**src/rtl/alu_issue_if.sv**
```systemverilog
// Fetch/regfile/EX-facing signal bundle for alu_issue_stage.
// The slave modport is the stage's view; master is the surrounding pipeline's view.
interface alu_issue_if #(
  parameter int unsigned XLEN = 32
);
  logic            in_valid;
  logic            in_ready;
  logic [31:0]     in_instr;
  logic [XLEN-1:0] in_pc;
  logic [4:0]      rs1_addr;
  logic [4:0]      rs2_addr;
  logic [XLEN-1:0] rs1_data;
  logic [XLEN-1:0] rs2_data;
  logic            flush;
  logic            wb_valid;
  logic [4:0]      wb_rd;
  logic [XLEN-1:0] wb_data;
  logic            ex_ready;
  logic            ex_valid;
  logic [6:0]      ex_funct7;
  logic [2:0]      ex_funct3;
  logic [XLEN-1:0] ex_a;
  logic [XLEN-1:0] ex_b;
  logic [4:0]      ex_rd;
  logic            ex_we;
  logic            ex_illegal;
  logic [XLEN-1:0] ex_pc;

  modport slave (
    input  in_valid, in_instr, in_pc, rs1_data, rs2_data, flush,
           wb_valid, wb_rd, wb_data, ex_ready,
    output in_ready, rs1_addr, rs2_addr, ex_valid, ex_funct7, ex_funct3,
           ex_a, ex_b, ex_rd, ex_we, ex_illegal, ex_pc
  );

  modport master (
    output in_valid, in_instr, in_pc, rs1_data, rs2_data, flush,
           wb_valid, wb_rd, wb_data, ex_ready,
    input  in_ready, rs1_addr, rs2_addr, ex_valid, ex_funct7, ex_funct3,
           ex_a, ex_b, ex_rd, ex_we, ex_illegal, ex_pc
  );
endinterface

```
**src/rtl/alu_issue_stage.sv**
```systemverilog
// Decode/issue stage: decodes OP/OP-IMM/LUI/AUIPC into ALU controls and registers them in ID/EX.
// Define ALU_FWD_EN to enable the writeback-to-operand bypass.
module alu_issue_stage #(
  parameter int unsigned     XLEN     = 32,
  parameter logic [XLEN-1:0] RESET_PC = '0
) (
  input logic        clk,
  input logic        rst,
  alu_issue_if.slave bus
);

  localparam logic [6:0] OPC_OP     = 7'b0110011;
  localparam logic [6:0] OPC_OP_IMM = 7'b0010011;
  localparam logic [6:0] OPC_LUI    = 7'b0110111;
  localparam logic [6:0] OPC_AUIPC  = 7'b0010111;
  localparam logic [6:0] F7_ZERO    = 7'b0000000;
  localparam logic [6:0] F7_ALT     = 7'b0100000;

  typedef struct packed {
    logic [6:0]      funct7;
    logic [2:0]      funct3;
    logic [XLEN-1:0] a;
    logic [XLEN-1:0] b;
    logic [4:0]      rd;
    logic            we;
    logic            illegal;
    logic [XLEN-1:0] pc;
  } ex_t;

  ex_t             ex_q, ex_d, dec;
  logic            valid_q, valid_d;
  logic            accept;
  logic            legal;
  logic [XLEN-1:0] rs1_val, rs2_val;
  logic [XLEN-1:0] i_imm, u_imm;
  logic [6:0]      opcode, f7_raw;
  logic [2:0]      f3_raw;

  assign opcode = bus.in_instr[6:0];
  assign f3_raw = bus.in_instr[14:12];
  assign f7_raw = bus.in_instr[31:25];
  assign i_imm  = XLEN'($signed(bus.in_instr[31:20]));
  assign u_imm  = XLEN'($signed({bus.in_instr[31:12], 12'b0}));

  assign bus.rs1_addr = bus.in_instr[19:15];
  assign bus.rs2_addr = bus.in_instr[24:20];

`ifdef ALU_FWD_EN
  // Writeback bypass: register file has not yet absorbed the value being written.
  always_comb begin
    rs1_val = bus.rs1_data;
    rs2_val = bus.rs2_data;
    if (bus.wb_valid && (bus.wb_rd != 5'd0) && (bus.wb_rd == bus.rs1_addr)) rs1_val = bus.wb_data;
    if (bus.wb_valid && (bus.wb_rd != 5'd0) && (bus.wb_rd == bus.rs2_addr)) rs2_val = bus.wb_data;
  end
`else
  logic unused_wb;
  assign unused_wb = ^{bus.wb_valid, bus.wb_rd, bus.wb_data};
  assign rs1_val   = bus.rs1_data;
  assign rs2_val   = bus.rs2_data;
`endif

  // Instruction decode into the ALU operand/control encoding.
  always_comb begin
    dec    = '0;
    legal  = 1'b1;
    dec.rd = bus.in_instr[11:7];
    dec.pc = bus.in_pc;
    unique case (opcode)
      OPC_OP: begin
        dec.a      = rs1_val;
        dec.b      = rs2_val;
        dec.funct3 = f3_raw;
        dec.funct7 = f7_raw;
        legal      = (f7_raw == F7_ZERO) ||
                     ((f7_raw == F7_ALT) && ((f3_raw == 3'b000) || (f3_raw == 3'b101)));
      end
      OPC_OP_IMM: begin
        dec.a      = rs1_val;
        dec.b      = i_imm;
        dec.funct3 = f3_raw;
        if (f3_raw == 3'b001) begin
          legal = (f7_raw == F7_ZERO);
        end else if (f3_raw == 3'b101) begin
          dec.funct7 = f7_raw;
          legal      = (f7_raw == F7_ZERO) || (f7_raw == F7_ALT);
        end
      end
      OPC_LUI: begin
        dec.b = u_imm;
      end
      OPC_AUIPC: begin
        dec.a = bus.in_pc;
        dec.b = u_imm;
      end
      default: legal = 1'b0;
    endcase
    dec.illegal = ~legal;
    dec.we      = legal && (dec.rd != 5'd0);
  end

  assign bus.in_ready = ~valid_q | bus.ex_ready;
  assign accept       = bus.in_valid & bus.in_ready & ~bus.flush;

  // ID/EX next-state: flush beats accept beats drain; otherwise hold.
  always_comb begin
    valid_d = valid_q;
    ex_d    = ex_q;
    if (bus.flush) begin
      valid_d = 1'b0;
    end else if (accept) begin
      valid_d = 1'b1;
      ex_d    = dec;
    end else if (bus.ex_ready) begin
      valid_d = 1'b0;
    end
  end

  always_ff @(posedge clk or posedge rst) begin
    if (rst) begin
      valid_q  <= 1'b0;
      ex_q     <= '0;
      ex_q.pc  <= RESET_PC;
    end else begin
      valid_q  <= valid_d;
      ex_q     <= ex_d;
    end
  end

  assign bus.ex_valid   = valid_q;
  assign bus.ex_funct7  = ex_q.funct7;
  assign bus.ex_funct3  = ex_q.funct3;
  assign bus.ex_a       = ex_q.a;
  assign bus.ex_b       = ex_q.b;
  assign bus.ex_rd      = ex_q.rd;
  assign bus.ex_we      = ex_q.we;
  assign bus.ex_illegal = ex_q.illegal;
  assign bus.ex_pc      = ex_q.pc;

endmodule

```
**src/flat_wrapper.sv**
```systemverilog
// flat-port wrapper written by rule: the top's interface ports become plain ports
module alu_issue_stage_flat 
#(
  parameter int unsigned     XLEN     = 32,
  parameter logic [XLEN-1:0] RESET_PC = '0
)
  (clk, rst, bus_in_valid, bus_in_instr, bus_in_pc, bus_rs1_data, bus_rs2_data, bus_flush, bus_wb_valid, bus_wb_rd, bus_wb_data, bus_ex_ready, bus_in_ready, bus_rs1_addr, bus_rs2_addr, bus_ex_valid, bus_ex_funct7, bus_ex_funct3, bus_ex_a, bus_ex_b, bus_ex_rd, bus_ex_we, bus_ex_illegal, bus_ex_pc);
  alu_issue_if #(.XLEN(XLEN)) bus_i ();
  input logic clk;
  input logic rst;
  input wire logic [$bits(bus_i.in_valid)-1:0] bus_in_valid;
  input wire logic [$bits(bus_i.in_instr)-1:0] bus_in_instr;
  input wire logic [$bits(bus_i.in_pc)-1:0] bus_in_pc;
  input wire logic [$bits(bus_i.rs1_data)-1:0] bus_rs1_data;
  input wire logic [$bits(bus_i.rs2_data)-1:0] bus_rs2_data;
  input wire logic [$bits(bus_i.flush)-1:0] bus_flush;
  input wire logic [$bits(bus_i.wb_valid)-1:0] bus_wb_valid;
  input wire logic [$bits(bus_i.wb_rd)-1:0] bus_wb_rd;
  input wire logic [$bits(bus_i.wb_data)-1:0] bus_wb_data;
  input wire logic [$bits(bus_i.ex_ready)-1:0] bus_ex_ready;
  output wire logic [$bits(bus_i.in_ready)-1:0] bus_in_ready;
  output wire logic [$bits(bus_i.rs1_addr)-1:0] bus_rs1_addr;
  output wire logic [$bits(bus_i.rs2_addr)-1:0] bus_rs2_addr;
  output wire logic [$bits(bus_i.ex_valid)-1:0] bus_ex_valid;
  output wire logic [$bits(bus_i.ex_funct7)-1:0] bus_ex_funct7;
  output wire logic [$bits(bus_i.ex_funct3)-1:0] bus_ex_funct3;
  output wire logic [$bits(bus_i.ex_a)-1:0] bus_ex_a;
  output wire logic [$bits(bus_i.ex_b)-1:0] bus_ex_b;
  output wire logic [$bits(bus_i.ex_rd)-1:0] bus_ex_rd;
  output wire logic [$bits(bus_i.ex_we)-1:0] bus_ex_we;
  output wire logic [$bits(bus_i.ex_illegal)-1:0] bus_ex_illegal;
  output wire logic [$bits(bus_i.ex_pc)-1:0] bus_ex_pc;
  assign bus_i.in_valid = bus_in_valid;
  assign bus_i.in_instr = bus_in_instr;
  assign bus_i.in_pc = bus_in_pc;
  assign bus_i.rs1_data = bus_rs1_data;
  assign bus_i.rs2_data = bus_rs2_data;
  assign bus_i.flush = bus_flush;
  assign bus_i.wb_valid = bus_wb_valid;
  assign bus_i.wb_rd = bus_wb_rd;
  assign bus_i.wb_data = bus_wb_data;
  assign bus_i.ex_ready = bus_ex_ready;
  assign bus_in_ready = bus_i.in_ready;
  assign bus_rs1_addr = bus_i.rs1_addr;
  assign bus_rs2_addr = bus_i.rs2_addr;
  assign bus_ex_valid = bus_i.ex_valid;
  assign bus_ex_funct7 = bus_i.ex_funct7;
  assign bus_ex_funct3 = bus_i.ex_funct3;
  assign bus_ex_a = bus_i.ex_a;
  assign bus_ex_b = bus_i.ex_b;
  assign bus_ex_rd = bus_i.ex_rd;
  assign bus_ex_we = bus_i.ex_we;
  assign bus_ex_illegal = bus_i.ex_illegal;
  assign bus_ex_pc = bus_i.ex_pc;
  alu_issue_stage #(.XLEN(XLEN), .RESET_PC(RESET_PC)) u_core (.clk(clk), .rst(rst), .bus(bus_i));
endmodule
```
**config.mk**
```make
export PLATFORM = sky130hd
export DESIGN_NAME = alu_issue_stage_flat
export DESIGN_NICKNAME = d
export VERILOG_FILES = /design/src/rtl/alu_issue_if.sv /design/src/rtl/alu_issue_stage.sv /design/src/flat_wrapper.sv
export SDC_FILE = /design/constraint.sdc
export NUM_CORES = 1
export LEC_CHECK = 0
export ABC_AREA = 1
export BUFFER_PORTS_ARGS = -buffer_cell sky130_fd_sc_hd__buf_2
export CORE_MARGIN = 3
export CORE_UTILIZATION = 44
export DETAILED_ROUTE_END_ITERATION = 8
export PLACE_DENSITY_LB_ADDON = 0.15
export SLEW_MARGIN = 15
export SYNTH_ARGS = -nofsm -noshare
export SYNTH_HDL_FRONTEND = slang
export SYNTH_SLANG_ARGS = --single-unit
export TNS_END_PERCENT = 1
```
**constraint.sdc**
```tcl
create_clock -name clk -period 4 [get_ports clk]
set_clock_uncertainty 0.2 [all_clocks]
set_input_delay 0.2 -clock clk [delete_from_list [all_inputs] [get_ports clk]]
set_output_delay 0.2 -clock clk [all_outputs]
set_load 0.1 [all_outputs]
```
==> results.md <==
- Outcome: finished clean
- Synthesized flop and latch total: roughly 110
- DR iter-0 viols: between 400 and 500
- CTS tree: done
- Remaining antenna violation count: 0
- Setup bufs post-CTS: 0
- Most common cell after layout, fill and taps aside: nand2_1
- Global-route wire length before repair: 29.6 mm
- Clock transition at the registers of the reported paths: 0.06 ns
- Yosys top cell area share: between 50% and 60%
- R2r endpoint: u_core.bus.ex_a[6]
- Final slew viol count: 0
- Leak: around 4.8 nW
- Full die area: roughly 13000 µm²
- Type of the most critical hold path: in -> reg
- CTS sink count: roughly 110
- Reg2reg start: u_core.bus.ex_valid
- Nature of the critical path endpoint: flip-flop
- Register area share after synthesis: 54.5%
- Count of input and output buffers: ~260
- Slew margin rel.: about a third
- Placed wire-length estimate: approximately 12 mm
- Syn Area/Cell: roughly 8.1 µm²
- Synthesized area: roughly 5200 µm²
- Arrival @ worst endpoint: 3.14 ns
- WP data required: a little over 4 ns
- Layout cells sized above 1: 30.2%
- Hold Path Origin: bus_in_instr[5]
- Skew-Pair Late Insertion Delay: approximately 0.4 ns
- Clock Tree Buf Depth: 2
- FMAX: 328 MHz
- Gr ovfl total: 0
- Post-synth cell types: 21
- Worst Max-Slew Pin Slew: slightly above 1 ns
- Final Hold Viols: 0
- Met2 WL: 9.78 mm
- Worst R2R Setup Slack: approximately 0.95 ns
- Critical path's slowest cell: dlygate4sd3_1
- DIE WIDTH: roughly 120 µm
- Crit-path cells: nand2_1, nand2_1, nor2_4, clkinv_2, buf_4, nand2_1, o211ai_1, dlygate4sd3_1
- Warning count from the yosys run: 0
- Max-Cap Viols: 0
- Core Region: between 10000 and 15000 µm²
- DR vias/cell: between 5 and 6
- Cell row count: 39
- Synth top area cells: dfrtp_1, nand2_1, nand3_1
- Worst Hold End: u_core.bus.ex_funct7[2]
- WL per Instance: roughly 16 µm
- Routed WL: approximately 19 mm
- VDD IR max: 283 µV
- Slowest cell delay on critical path: ~0.6 ns
- Syn-to-layout area delta: 62.2%
- Number of H-tree levels: 4
- RSZ-0062 raised after global routing: false
- Top Ports: slightly below 300
- Post-layout minimum cycle time: between 3 and 4 ns
- Most frequent cells in the layout: nand2_1, buf_2, dlygate4sd3_1
- GPL Wtd Cong: ~0.84
- Starting Density: 45.5%
- Place WS: approximately 1.5 ns
- Top Metal Used: met4
- Critical path fanouts, max: slightly below 80
- CTS root buf: clkbuf_16
- Die H: ~120 µm
- Final period util: 76.2%
- Power Density: 445 nW/µm²
- Critical path launch point type: flip-flop
- Setup slack after layout: 0.954 ns
- Mapped Cells: approximately 650
- Layout Nets: around 1200
- Largest net degree at the start of global routing: ~100
- Via Count: between 6000 and 7000
- Met1 wire length: around 7.3 mm
- Final setup vio count: 0
- Fin Setup TNS: 0 ns
- Initial antenna violation count: 1
- Overall Global Routing Usage: between 20% and 30%
- DRC: 0
- Critical Path Most Common Cell: nand2_1
- Number of cells on the worst reg-to-reg path: 8
- Vias in the first global route: around 6000
- Critical path class: reg -> reg
- WL met3: 1.44 mm
- Syn_nets: approximately 800
- CTS Buf Count: 17
- TritonRoute pass-1 iters: 7
- Cell taking the most area after synthesis: dfrtp_1
- Post-CTS resize count: 0
- Hold path depth: 5
==> repair_timing <==
item,4_1_cts,5_1_grt
hold endpoints to repair,166,0
endpoints found under the setup margin,0,0
hold buffers,138,0
==> layer usage <==
metal	GRT usage, %	up-vias
met3	7.11	51
met5	0	-
met2	50.3	323
met1	32.6	2890
li1	-	2826
met4	12.8	0
==> cell type report <==
cell class | count | area, µm²
clock buffer | 21 | 480
tap | 143 | 179
multi-input combinational | 468 | 2080
inverter | 13 | 52.6
clock inverter | 9 | 130
sequential | 114 | 2850
antenna | 1 | 2.50
timing repair buffer | 402 | 2720
fill | 816 | 3020
==> report_power, final <==
| part | switching (mW) | internal (mW) | total (mW) | leakage [nW] |
|---|---|---|---|---|
| Sequential | 0.0367 | 1.22 | 1.26 | 1.53 |
| Combinational | 0.765 | 0.211 | 0.977 | 2.95 |
| Clock | 0.513 | 1.03 | 1.55 | 0.289 |
| Total | 1.32 | 2.47 | 3.78 | 4.76 |
==> cell usage after synthesis, drive strengths merged <==
cell / number
nand2: 310
dfrtp: 114
nand3: 106
buf: 36
o211ai: 32
clkbuf: 15
inv: 13
nor2: 10
o21ai: 4
a21oi: 2
nor3: 1
nor3b: 1
o31ai: 1
or2: 1
==> worst max path at each step <==
stage | start | end
after floorplan | rst | u_core.bus.ex_a[0]
after global placement | bus_in_instr[3] | u_core.bus.ex_b[27]
after detailed placement | bus_in_instr[3] | u_core.bus.ex_b[27]
after CTS | u_core.bus.ex_valid | u_core.bus.ex_a[6]
after global routing | u_core.bus.ex_valid | u_core.bus.ex_a[6]
final | u_core.bus.ex_valid | u_core.bus.ex_a[6]
==> worst max-delay path: cells and delay by family, from the launching register on <==
kind,cells,cell delay (ns)
and+or+nand+nor,4,0.54
DFF,1,0.37
buffers and inverters,3,1.62
AOI/OAI and AO/OA,1,0.15
==> state kept, by name, summed over array words and instances, names as in the netlist <==
register / flops
u_core.bus.ex_pc: 32
u_core.bus.ex_funct3: 3
u_core.bus.ex_b: 32
u_core.bus.ex_rd: 5
u_core.bus.ex_funct7: 7
u_core.bus.ex_valid: 1
u_core.bus.ex_illegal: 1
u_core.bus.ex_we: 1
u_core.bus.ex_a: 32
==> stage by stage <==
stage	hold WS (ns)	utilization [%]	cell area, µm²	power, mW	std cells
final	0.0751	73.8	8490	3.78	1171
after global routing	0.0931	73.8	8490	3.91	1171
after CTS	0.0608	73.7	8490	3.79	1170
after detailed placement	0.162	56.4	6490	2.15	1002
after global placement	0.160	56.4	6490	2.14	1002
after floorplan	0.0631	-	5240	1.96	646
==> kinds of logic after synthesis <==
group,share of synthesized area (%)
simple gates,34.1
compound gates,5.38
flops,54.5
buf+inv,6.02
Note: power is estimated with default switching activity, not from simulation.
